--- config.mk ---
export PLATFORM = sky130hd
export DESIGN_NAME = ctrl_sequencer
export DESIGN_NICKNAME = d
export VERILOG_FILES = /design/src/rtl/ctrl_sequencer.sv
export SDC_FILE = /design/constraint.sdc
export NUM_CORES = 1
export LEC_CHECK = 0
export BUFFER_PORTS_ARGS = -buffer_cell sky130_fd_sc_hd__buf_2
export CAP_MARGIN = 10
export CORE_UTILIZATION = 46
export CTS_CLUSTER_DIAMETER = 80
export DETAILED_ROUTE_END_ITERATION = 7
export GPL_TIMING_DRIVEN = 0
export MAX_ROUTING_LAYER = met4
export PLACE_DENSITY = 0.78
export SYNTH_ARGS = -nofsm -noshare
export SYNTH_HDL_FRONTEND = slang
export SYNTH_SLANG_ARGS = --single-unit
--- constraint.sdc ---
create_clock -name CLK -period 2.65 [get_ports CLK]
set_clock_uncertainty 0.2 [all_clocks]
set_input_delay 0.53 -clock CLK [delete_from_list [all_inputs] [get_ports CLK]]
set_output_delay 0.53 -clock CLK [all_outputs]
set_load 0.005 [all_outputs]
--- src/rtl/ctrl_sequencer.sv ---
// Microstep control sequencer: steps through the fetch/execute T-states and
// decodes the IR opcode into the 16-bit control word that drives the register bank.
module ctrl_sequencer #(
  parameter int unsigned NUM_STEPS = 5,  // legal range 5..8
  parameter bit          EARLY_END = 1'b1
) (
  input  logic        CLK,
  input  logic        CLR,
  input  logic [3:0]  opcode,
  input  logic        flag_c,
  input  logic        flag_z,
  output logic [15:0] ctrl,
  output logic [2:0]  step,
  output logic        halted
);

  // Control word bit positions
  localparam int unsigned PcInc     = 0;
  localparam int unsigned PcOut     = 1;
  localparam int unsigned PcLoad    = 2;
  localparam int unsigned MarLoad   = 3;
  localparam int unsigned RamOut    = 4;
  localparam int unsigned RamLoad   = 5;
  localparam int unsigned IrLoad    = 6;
  localparam int unsigned IrOut     = 7;
  localparam int unsigned ALoad     = 8;
  localparam int unsigned AOut      = 9;
  localparam int unsigned BLoad     = 10;
  localparam int unsigned AluOut    = 11;
  localparam int unsigned AluSub    = 12;
  localparam int unsigned OutLoad   = 13;
  localparam int unsigned FlagsLoad = 14;
  localparam int unsigned Hlt       = 15;

  localparam logic [2:0] MaxStep = 3'(NUM_STEPS - 1);

  logic [2:0]  r_step;
  logic        r_halted;
  logic [2:0]  w_step_next;
  logic        w_halted_next;
  logic [15:0] w_ctrl;
  logic [2:0]  w_last_step;

  // Microcode decode: control word and last active step for the current opcode
  always_comb begin
    w_ctrl      = '0;
    w_last_step = 3'd1;
    unique case (opcode)
      4'd1: w_last_step = 3'd3;
      4'd2: w_last_step = 3'd4;
      4'd3: w_last_step = 3'd4;
      4'd4: w_last_step = 3'd3;
      4'd5, 4'd6, 4'd7, 4'd8, 4'd14, 4'd15: w_last_step = 3'd2;
      default: w_last_step = 3'd1;
    endcase

    if (CLR) begin
      w_ctrl = '0;
    end else if (r_halted) begin
      w_ctrl[Hlt] = 1'b1;
    end else begin
      unique case (r_step)
        3'd0: begin
          w_ctrl[PcOut]   = 1'b1;
          w_ctrl[MarLoad] = 1'b1;
        end
        3'd1: begin
          w_ctrl[RamOut] = 1'b1;
          w_ctrl[IrLoad] = 1'b1;
          w_ctrl[PcInc]  = 1'b1;
        end
        3'd2: begin
          unique case (opcode)
            4'd1, 4'd2, 4'd3, 4'd4: begin
              w_ctrl[IrOut]   = 1'b1;
              w_ctrl[MarLoad] = 1'b1;
            end
            4'd5: begin
              w_ctrl[IrOut] = 1'b1;
              w_ctrl[ALoad] = 1'b1;
            end
            4'd6: begin
              w_ctrl[IrOut]  = 1'b1;
              w_ctrl[PcLoad] = 1'b1;
            end
            4'd7: begin
              w_ctrl[IrOut]  = flag_c;
              w_ctrl[PcLoad] = flag_c;
            end
            4'd8: begin
              w_ctrl[IrOut]  = flag_z;
              w_ctrl[PcLoad] = flag_z;
            end
            4'd14: begin
              w_ctrl[AOut]    = 1'b1;
              w_ctrl[OutLoad] = 1'b1;
            end
            4'd15: w_ctrl[Hlt] = 1'b1;
            default: w_ctrl = '0;
          endcase
        end
        3'd3: begin
          unique case (opcode)
            4'd1: begin
              w_ctrl[RamOut] = 1'b1;
              w_ctrl[ALoad]  = 1'b1;
            end
            4'd2, 4'd3: begin
              w_ctrl[RamOut] = 1'b1;
              w_ctrl[BLoad]  = 1'b1;
            end
            4'd4: begin
              w_ctrl[AOut]    = 1'b1;
              w_ctrl[RamLoad] = 1'b1;
            end
            default: w_ctrl = '0;
          endcase
        end
        3'd4: begin
          if (opcode == 4'd2 || opcode == 4'd3) begin
            w_ctrl[AluOut]    = 1'b1;
            w_ctrl[ALoad]     = 1'b1;
            w_ctrl[FlagsLoad] = 1'b1;
            w_ctrl[AluSub]    = (opcode == 4'd3);
          end
        end
        default: w_ctrl = '0;
      endcase
    end
  end

  // Next-state: step advance, early end and halt freeze
  always_comb begin
    w_step_next   = r_step;
    w_halted_next = r_halted;
    if (r_halted) begin
      w_step_next = r_step;
    end else if (opcode == 4'd15 && r_step == 3'd2) begin
      // Halt freezes the step counter at T2
      w_halted_next = 1'b1;
      w_step_next   = 3'd2;
    end else if (r_step >= MaxStep) begin
      w_step_next = 3'd0;
    end else if (EARLY_END && r_step >= w_last_step) begin
      w_step_next = 3'd0;
    end else begin
      w_step_next = r_step + 3'd1;
    end
  end

  // State register with synchronous clear
  always_ff @(posedge CLK) begin
    if (CLR) begin
      r_step   <= 3'd0;
      r_halted <= 1'b0;
    end else begin
      r_step   <= w_step_next;
      r_halted <= w_halted_next;
    end
  end

  assign ctrl   = w_ctrl;
  assign step   = r_step;
  assign halted = r_halted;

endmodule

### Word-level counts from Yosys, hierarchy flattened

Memories as Yosys holds them, arrays and structs flattened.
Cells that the tools add are included.

| storage, ports and cells | value |
|---|---|
| memory bits (read-only) | 48 |
| logic and storage cells | 60 |
| memories | 1 |
| flip-flop bits (word level) | 4 |
| output and inout bits | 20 |

| cells by class | value |
|---|---|
| add/subtract/negate cells | 1 |
| reductions and logical operators | 7 |
| multiplexer cells | 33 |
| $lt $le $gt $ge | 2 |
| eq/ne operators | 14 |

Memories:

| memory | depth | bits a word | read ports | clocked after Yosys merged registers in | write ports | line | RTL |
|---|---|---|---|---|---|---|---|
| (name not given) | 16 | 3 | 1 | 0 | 0 | 48 | `unique case (opcode)` |

Operators with widths:

| cell | number |
|---|---|
| 2-to-1 mux 1 bit | 20 |
| == test 4 x 3 -> 1 bit (second input constant) | 4 |
| 2-to-1 mux 16 bit | 1 |
| 2-to-1 mux 15 bit | 1 |
| == test 4 bit (second input constant) | 3 |
| 2-to-1 mux 3 bit | 3 |
| case mux 1 bit (3 select lines) | 3 |
| == test 4 x 2 -> 1 bit (second input constant) | 2 |
| == test 3 x 2 -> 1 bit (second input constant) | 2 |
| OR reduction 6 bit | 1 |
| == test 4 x 1 -> 1 bit (second input constant) | 1 |
| 2-to-1 mux 2 bit | 2 |
| case mux 1 bit (2 select lines) | 2 |
| case mux 2 bit (2 select lines) | 1 |
| OR reduction 4 bit | 1 |
| adder 3 x 1 -> 3 bit (second input constant) | 1 |
| == test 3 x 1 -> 1 bit (second input constant) | 1 |
| == test 3 bit (second input constant) | 1 |
| greater-or-equal comparator 3 bit | 1 |
| greater-or-equal comparator 3 bit (second input constant) | 1 |
| zero test 3 bit | 1 |
| OR reduction 3 bit | 1 |
| OR reduction 2 bit | 1 |
| logical AND 1 bit | 1 |
| logical OR 1 bit | 1 |

### Logic depth before layout (Yosys ltp)

Gate-level depths: netlist (run 1).

| logic depth | value |
|---|---|
| depth in word-level cells | 6 |
| gate-level depth with buffers | 8 |

### Least setup slack after synthesis (run 1)

Ideal clock, no wire load.

| timing path | value |
|---|---|
| path type | input to register |
| start point | in opcode[2] |
| end point | reg r_step[0] (netlist: step[0]) |
| buffers on the path | 1 |
| path slack | 0.459 ns |
| arrival time | 1.899 ns |
| cell stages on the path | 8 |
| cell sequence | buf_2 -> nor4b_2 -> nor2_1 -> o21a_1 -> ha_1 -> a211oi_2 -> o21ai_0 -> o32ai_1 |

| between the ends | value |
|---|---|
| word-level cells in the longest chain between the ends | 5 |
| elaborated cells on any way between the ends | 7 |
| classes of those cells | order compare: 1; eq/ne: 1; mux: 3; reduce/logical: 1; memory: 1 |

RTL lines:

| what | line | RTL |
|---|---|---|
| start: declaration | 9 | `input logic [3:0] opcode,` |
| memory read (16 x 3 bit) | n/a |  |
| greater-or-equal comparator 3 bit | 144 | `end else if (EARLY_END && r_step >= w_last_step) begin` |
| 2-to-1 mux 3 bit | 144 |  |
| 2-to-1 mux 3 bit | 142 | `end else if (r_step >= MaxStep) begin` |
| 2-to-1 mux 3 bit * | 138 | `end else if (opcode == 4'd15 && r_step == 3'd2) begin` |
| end signal: assignment | 157 | `r_step <= w_step_next;` |
| end: declaration | 37 | `logic [2:0] r_step;` |

Mark *: on every way between the ends. The rest lies on a longest branch, timed or not.
A chain may end at the register's enable or synchronous reset.

### Worst setup path after layout (run 1)

| timing path | value |
|---|---|
| start point | reg r_step[2] (netlist: step[2]) |
| end point | out ctrl[8] |

| between the ends | value |
|---|---|
| word-level cells in the longest chain between the ends | 4 |
| elaborated cells on any way between the ends | 6 |
| classes of those cells | eq/ne: 3; mux: 3 |

RTL lines:

| what | line | RTL |
|---|---|---|
| == test 3 bit / == test 3 x 2 -> 1 bit (equally long branches) | 62 | `unique case (r_step)` |
| case mux 1 bit (3 select lines) * | 62 |  |
| 2-to-1 mux 15 bit * | 59 | `end else if (r_halted) begin` |
| 2-to-1 mux 16 bit * | 57 | `if (CLR) begin` |
| end: declaration | 12 | `output logic [15:0] ctrl,` |

Marks and branches as above.

==> impl_metrics.env, run 1 <==
export IMPL_syn_instance_count=90
export IMPL_grtUsageTotal_pct=22.7
export IMPL_grt_max_degree=11
export IMPL_synth_top_area_share_pct=15.3
export IMPL_status="complete, no violations"
export IMPL_die_area_sq_um=1580
export IMPL_n_antenna_cell=0
export IMPL_ioPinCount=28
export IMPL_worstSetupPathType="reg2out"
export IMPL_syn_nets=106
export IMPL_drt_initial_drc_count=21
export IMPL_worst_pin_slew_ns=0.440
export IMPL_final_cell_mix="buf_2, nor2_1, ha_1, nand2_1"
export IMPL_dieHeight_um=39.8
export IMPL_nets=136
export IMPL_grt_pass1_wl_um=2400
export IMPL_final_common_cell="buf_2"
export IMPL_end_kind="output port"
export IMPL_grt_pass1_vias=589
export IMPL_synth_area_leaders="ha_1, dfxtp_1, nor2_1"
export IMPL_rows=13
export IMPL_powerDensity_nw_per_um2=473
export IMPL_wl_um=1590
export IMPL_postPlaceCellArea_sq_um=800
export IMPL_rr_worst_depth=4
export IMPL_cpPeakStageDelay_ns=0.55
export IMPL_synth_distinct_cells=34
export IMPL_ir_drop_uv=419
export IMPL_hold_viol=0
export IMPL_crit_buf_inv=2
export IMPL_cts_hold_buf=0
export IMPL_htreeDepth=1
export IMPL_via_count=743
export IMPL_synth_edff_count=0
export IMPL_max_freq_ghz=0.407
export IMPL_fin_area_sq_um=822
export IMPL_maxSlewViolCount=0
export IMPL_antenna_found_initial=0
export IMPL_viasPerCell=5.59
export IMPL_fill_cells=132
export IMPL_period_share_pct=92.6
export IMPL_path_depth=6
export IMPL_hold_end="halted"
export IMPL_cts_clk_slew_worst_paths_ns=0.04
export IMPL_reg2reg_to="step[0]"
export IMPL_cts_tree="done"
export IMPL_start_util_pct=49.8
export IMPL_drc=0
export IMPL_post_cts_buffers=0
export IMPL_hold_path_class="in2reg"
export IMPL_die_x_um=39.8
export IMPL_clock_sinks=4
export IMPL_cts_buffer_depth=2
export IMPL_worstPathRequired_ns=1.92
export IMPL_worstHoldPathCells=2
export IMPL_min_delay_start="CLR"
export IMPL_cp_start_kind="flop"
export IMPL_drive_above_1_share_pct=34.7
export IMPL_r2r_start="step[2]"
export IMPL_cp_top_family="flip-flops"
export IMPL_critPathArrivalTime_ns=1.72
export IMPL_setup_tns_ns=0
export IMPL_multi_input_area_sq_um=499
export IMPL_r2r_setup_slack_ns=0.76
export IMPL_cp_max_fo=10
export IMPL_ys_ff_latch=4
export IMPL_grt_overflow_total=0
export IMPL_syn2layout_area_growth_pct=25.4
export IMPL_register_area_sq_um=80.1
export IMPL_rsz0062_at_grt="false"
export IMPL_place_gp_congestion=0.801
export IMPL_cts_resized=0
export IMPL_max_cap_violations=0
export IMPL_p_leak_nw=0.406
export IMPL_core_area_sq_um=1320
export IMPL_synth_flop_cell="dfxtp_1"
export IMPL_min_period_ns=2.45
export IMPL_yosys_warnings=0
export IMPL_syn_area_per_cell_sq_um=7.28
export IMPL_critPathSlowestCell="dfxtp_1"
export IMPL_crit_chain="inv_1, ha_1, nor2b_1, o21ai_0, a211oi_1, buf_2"
export IMPL_async_flop_share_pct=0
export IMPL_clockRootBuffer="clkbuf_4"
export IMPL_postRouteAntennaNets=0
export IMPL_dp_hpwl_um=1270
export IMPL_drt_pass1_iter_count=4
export IMPL_drt_wirelength_per_cell_um=11.9
export IMPL_syn_area_sq_um=656
export IMPL_portBuffers=25
export IMPL_clkLatencyLatePin_ns=0.24
export IMPL_yosysSeqAreaShare_pct=12.2
export IMPL_cts_made_buffers=3
export IMPL_max_slew_margin_rel_pct=70.4
export IMPL_synth_top_area_cell="ha_1"
export IMPL_setup_violations=0
[metal layers]
metal | global-route usage (%) | share of wire, % | up-vias
met5 | - | 0 | -
met4 | 0.862 | 0 | 0
met3 | 6.25 | 6.1 | 0
met2 | 38.9 | 49 | 29
met1 | 27.6 | 45 | 338
li1 | - | - | 376
[where the power goes]
part	internal [mW]	switching, mW	total, mW
clock	0.0507	0.0255	0.0762
combinational	0.105	0.114	0.219
sequential	0.0729	0.0206	0.0935
total	0.228	0.160	0.389
[cells in the mapped netlist, drive strengths merged, types with 2 or more instances]
cell	number
inv	6
buf	8
and3	2
dfxtp	4
a21oi	6
and2	3
a211oi	2
o21a	3
nand2	7
nand4	2
nor2	9
nor2b	5
o21ai	4
ha	8
nor3	5
nand3b	3
[state kept, by name, indices dropped and copies added (netlist names)]
| register | count |
|---|---|
| step | 3 |
| halted | 1 |
[area by class of cell]
class / count / area share, %
clock buffers: 3 / 2.74
flip-flops and latches: 4 / 9.74
repair buffers: 25 / 15.2
multi-input cells: 72 / 60.7
inverters: 6 / 2.74
plain buffers: 8 / 6.54
well taps: 15 / 2.28
[cell families after synthesis]
group / Yosys count / synth area share, %
fa+ha+maj: 8 / 15.3
compound gates: 21 / 22.9
buf+inv: 14 / 11.6
flops: 4 / 12.2
simple gates: 43 / 38.0
[metrics by stage]
stage | power (mW) | worst slack (ns) | cells | hold slack (ns) | util [%]
after detailed placement | 0.314 | 0.176 | 130 | 0.352 | 60.7
final | 0.389 | 0.195 | 133 | 0.287 | 62.4
after global placement | 0.309 | 0.195 | 130 | 0.341 | 60.7
after CTS | 0.391 | 0.224 | 133 | 0.285 | 62.4
after floorplan | 0.243 | 0.459 | 90 | 0.328 | -
after global routing | 0.428 | 0.0933 | 133 | 0.307 | 62.4
[worst max path at each step]
stage / start / endpoint
6_report: step[2] / ctrl[8]
5_1_grt: step[0] / ctrl[15]
4_1_cts: step[2] / ctrl[8]
3_5_place_dp: opcode[2] / step[0]
3_3_place_gp: opcode[2] / step[0]
2_1_floorplan: opcode[2] / step[0]
Note: power is estimated with default switching activity, not from simulation.
==> run 2, diff against run 1 <==
--- a/config.mk
+++ b/config.mk
@@ -7,12 +7,14 @@
 export LEC_CHECK = 0
 export BUFFER_PORTS_ARGS = -buffer_cell sky130_fd_sc_hd__buf_2
 export CAP_MARGIN = 10
-export CORE_UTILIZATION = 46
+export CORE_UTILIZATION = 48
+export CTS_BUF_LIST = sky130_fd_sc_hd__clkbuf_4 sky130_fd_sc_hd__clkbuf_8
 export CTS_CLUSTER_DIAMETER = 80
 export DETAILED_ROUTE_END_ITERATION = 7
 export GPL_TIMING_DRIVEN = 0
 export MAX_ROUTING_LAYER = met4
-export PLACE_DENSITY = 0.78
+export PLACE_DENSITY = 0.8
+export RECOVER_POWER = 50
 export SYNTH_ARGS = -nofsm -noshare
 export SYNTH_HDL_FRONTEND = slang
 export SYNTH_SLANG_ARGS = --single-unit
==> run 2 against run 1 <==
Net effect:
- first-iteration DRC count grew 33%
- sequential power hardly changed
- clock-buffer cell count did not move
- combinational power about the same
- fmax rose by 1.5%
- wire length down 0.32%
- utilization up 5.8 points
- critical path depth is the same
- worst hold slack better by 0.0044 ns
- register-to-register slack better by 0.02 ns
- non-clock buffer count unchanged
- critical endpoint is now ctrl[15]
- highest routed layer unchanged
==> impl_metrics.env, run 2 (same netlist as run 1, synthesis figures left out) <==
export IMPL_rows=12
export IMPL_postRouteAntennaNets=0
export IMPL_portBuffers=25
export IMPL_dieHeight_um=39.0
export IMPL_multi_input_area_sq_um=490
export IMPL_crit_buf_inv=2
export IMPL_cts_buffer_depth=2
export IMPL_grtUsageTotal_pct=24.6
export IMPL_place_gp_congestion=0.822
export IMPL_drive_above_1_share_pct=30.5
export IMPL_p_comb_share_pct=56.3
export IMPL_worstSetupPathType="reg2out"
export IMPL_ioPinCount=28
export IMPL_cp_start_kind="flop"
export IMPL_fin_util_pct=68.1
export IMPL_clock_sinks=4
export IMPL_swShare_pct=41.9
export IMPL_die_x_um=39.0
export IMPL_antenna_found_initial=0
export IMPL_cts_tree="done"
export IMPL_grt_pass1_wl_um=2460
export IMPL_clockRootBuffer="clkbuf_4"
export IMPL_grt_pass1_vias=577
export IMPL_end_kind="output port"
export IMPL_p_leak_nw=0.391
export IMPL_grt_max_degree=11
export IMPL_register_area_sq_um=80.1
export IMPL_drt_initial_drc_count=28
export IMPL_p_total_mw=0.387
export IMPL_hold_path_class="in2reg"
export IMPL_max_freq_ghz=0.413
export IMPL_grt_overflow_total=0
export IMPL_cp_max_fo=6
export IMPL_critPathArrivalTime_ns=1.69
export IMPL_fill_cells=116
export IMPL_p_clk_share_pct=19.5
export IMPL_drc=0
export IMPL_dp_hpwl_um=1260
export IMPL_clkLatencyLatePin_ns=0.24
export IMPL_htreeDepth=1
export IMPL_cts_hold_buf=0
export IMPL_critPathSlowestCell="dfxtp_1"
export IMPL_setup_violations=0
export IMPL_rsz0062_at_grt="false"
export IMPL_cts_clk_slew_worst_paths_ns=0.04
export IMPL_viasPerCell=5.70
export IMPL_hold_viol=0
export IMPL_period_share_pct=91.3
export IMPL_wl_um=1580
export IMPL_worst_pin_slew_ns=0.480
export IMPL_worstPathRequired_ns=1.92
export IMPL_cpPeakStageDelay_ns=0.41
export IMPL_r2r_setup_slack_ns=0.78
export IMPL_via_count=753
export IMPL_cts_made_buffers=3
export IMPL_final_common_cell="buf_2"
export IMPL_drt_wirelength_per_cell_um=12.0
export IMPL_n_antenna_cell=0
export IMPL_ir_drop_uv=400
export IMPL_status="complete, no violations"
export IMPL_powerDensity_nw_per_um2=479
export IMPL_start_util_pct=55.3
export IMPL_largest_reg_flops=3
export IMPL_syn2layout_area_growth_pct=23.3
export IMPL_drt_pass1_iter_count=4
export IMPL_die_area_sq_um=1520
export IMPL_crit_chain="inv_1, ha_1, nor2b_1, a31oi_1, nor2_1, buf_2"
export IMPL_setup_tns_ns=0
export IMPL_nets=136
export IMPL_max_slew_margin_rel_pct=67.7
export IMPL_maxSlewViolCount=0
export IMPL_core_area_sq_um=1190
export IMPL_final_cell_mix="buf_2, nor2_1, ha_1, nand2_1"
export IMPL_post_cts_buffers=0
export IMPL_max_cap_violations=0
export IMPL_min_period_ns=2.42
export IMPL_seqPwrFrac_pct=24.2
export IMPL_p_sw_mw=0.162
export IMPL_p_int_mw=0.225
export IMPL_cp_top_family="flip-flops"
export IMPL_cts_resized=0
run 2: worst paths after layout:
| kind | from | to | depth (start not counted) |
|---|---|---|---|
| max | step[0] | ctrl[15] | 6 |
| min | CLR | halted | 2 |
| max reg2reg | step[2] | step[0] | 4 |
| min reg2reg | step[0] | step[0] | 2 |
run 2: layer usage:
| layer | vias up | track usage, % | wire (um) | share of wire (%) |
|---|---|---|---|---|
| li1 | 377 | - | - | - |
| met1 | 342 | 33.1 | 711 | 45 |
| met2 | 34 | 35.0 | 753 | 48 |
| met3 | 0 | 8.67 | 115 | 7.3 |
| met4 | 0 | 5.17 | 0 | 0 |
| met5 | - | - | 0 | 0 |
run 2: power groups by stage:
stage	logic, mW	clock network [mW]	registers, mW
3_3_place_gp	0.214	0	0.0945
2_1_floorplan	0.151	0	0.0913
5_1_grt	0.245	0.0878	0.0978
4_1_cts	0.224	0.0786	0.0938
3_5_place_dp	0.223	0	0.0947
6_report	0.218	0.0756	0.0937
run 2: stage by stage:
stage	cell area, sq um	hold slack (ns)	instances	setup WS [ns]
finish	808	0.292	132	0.231
global route	808	0.289	132	0.0418
CTS	821	0.285	132	0.225
detailed placement	798	0.360	129	0.129
global placement	798	0.346	129	0.199
floorplan	656	0.328	90	0.459
run 2: cell type report:
type | count | area share (%)
inverter | 6 | 2.79
tap | 14 | 2.17
buffer | 8 | 6.66
sequential | 4 | 9.91
timing repair buffer | 25 | 15.0
clock buffer | 3 | 2.79
multi-input combinational | 72 | 60.7
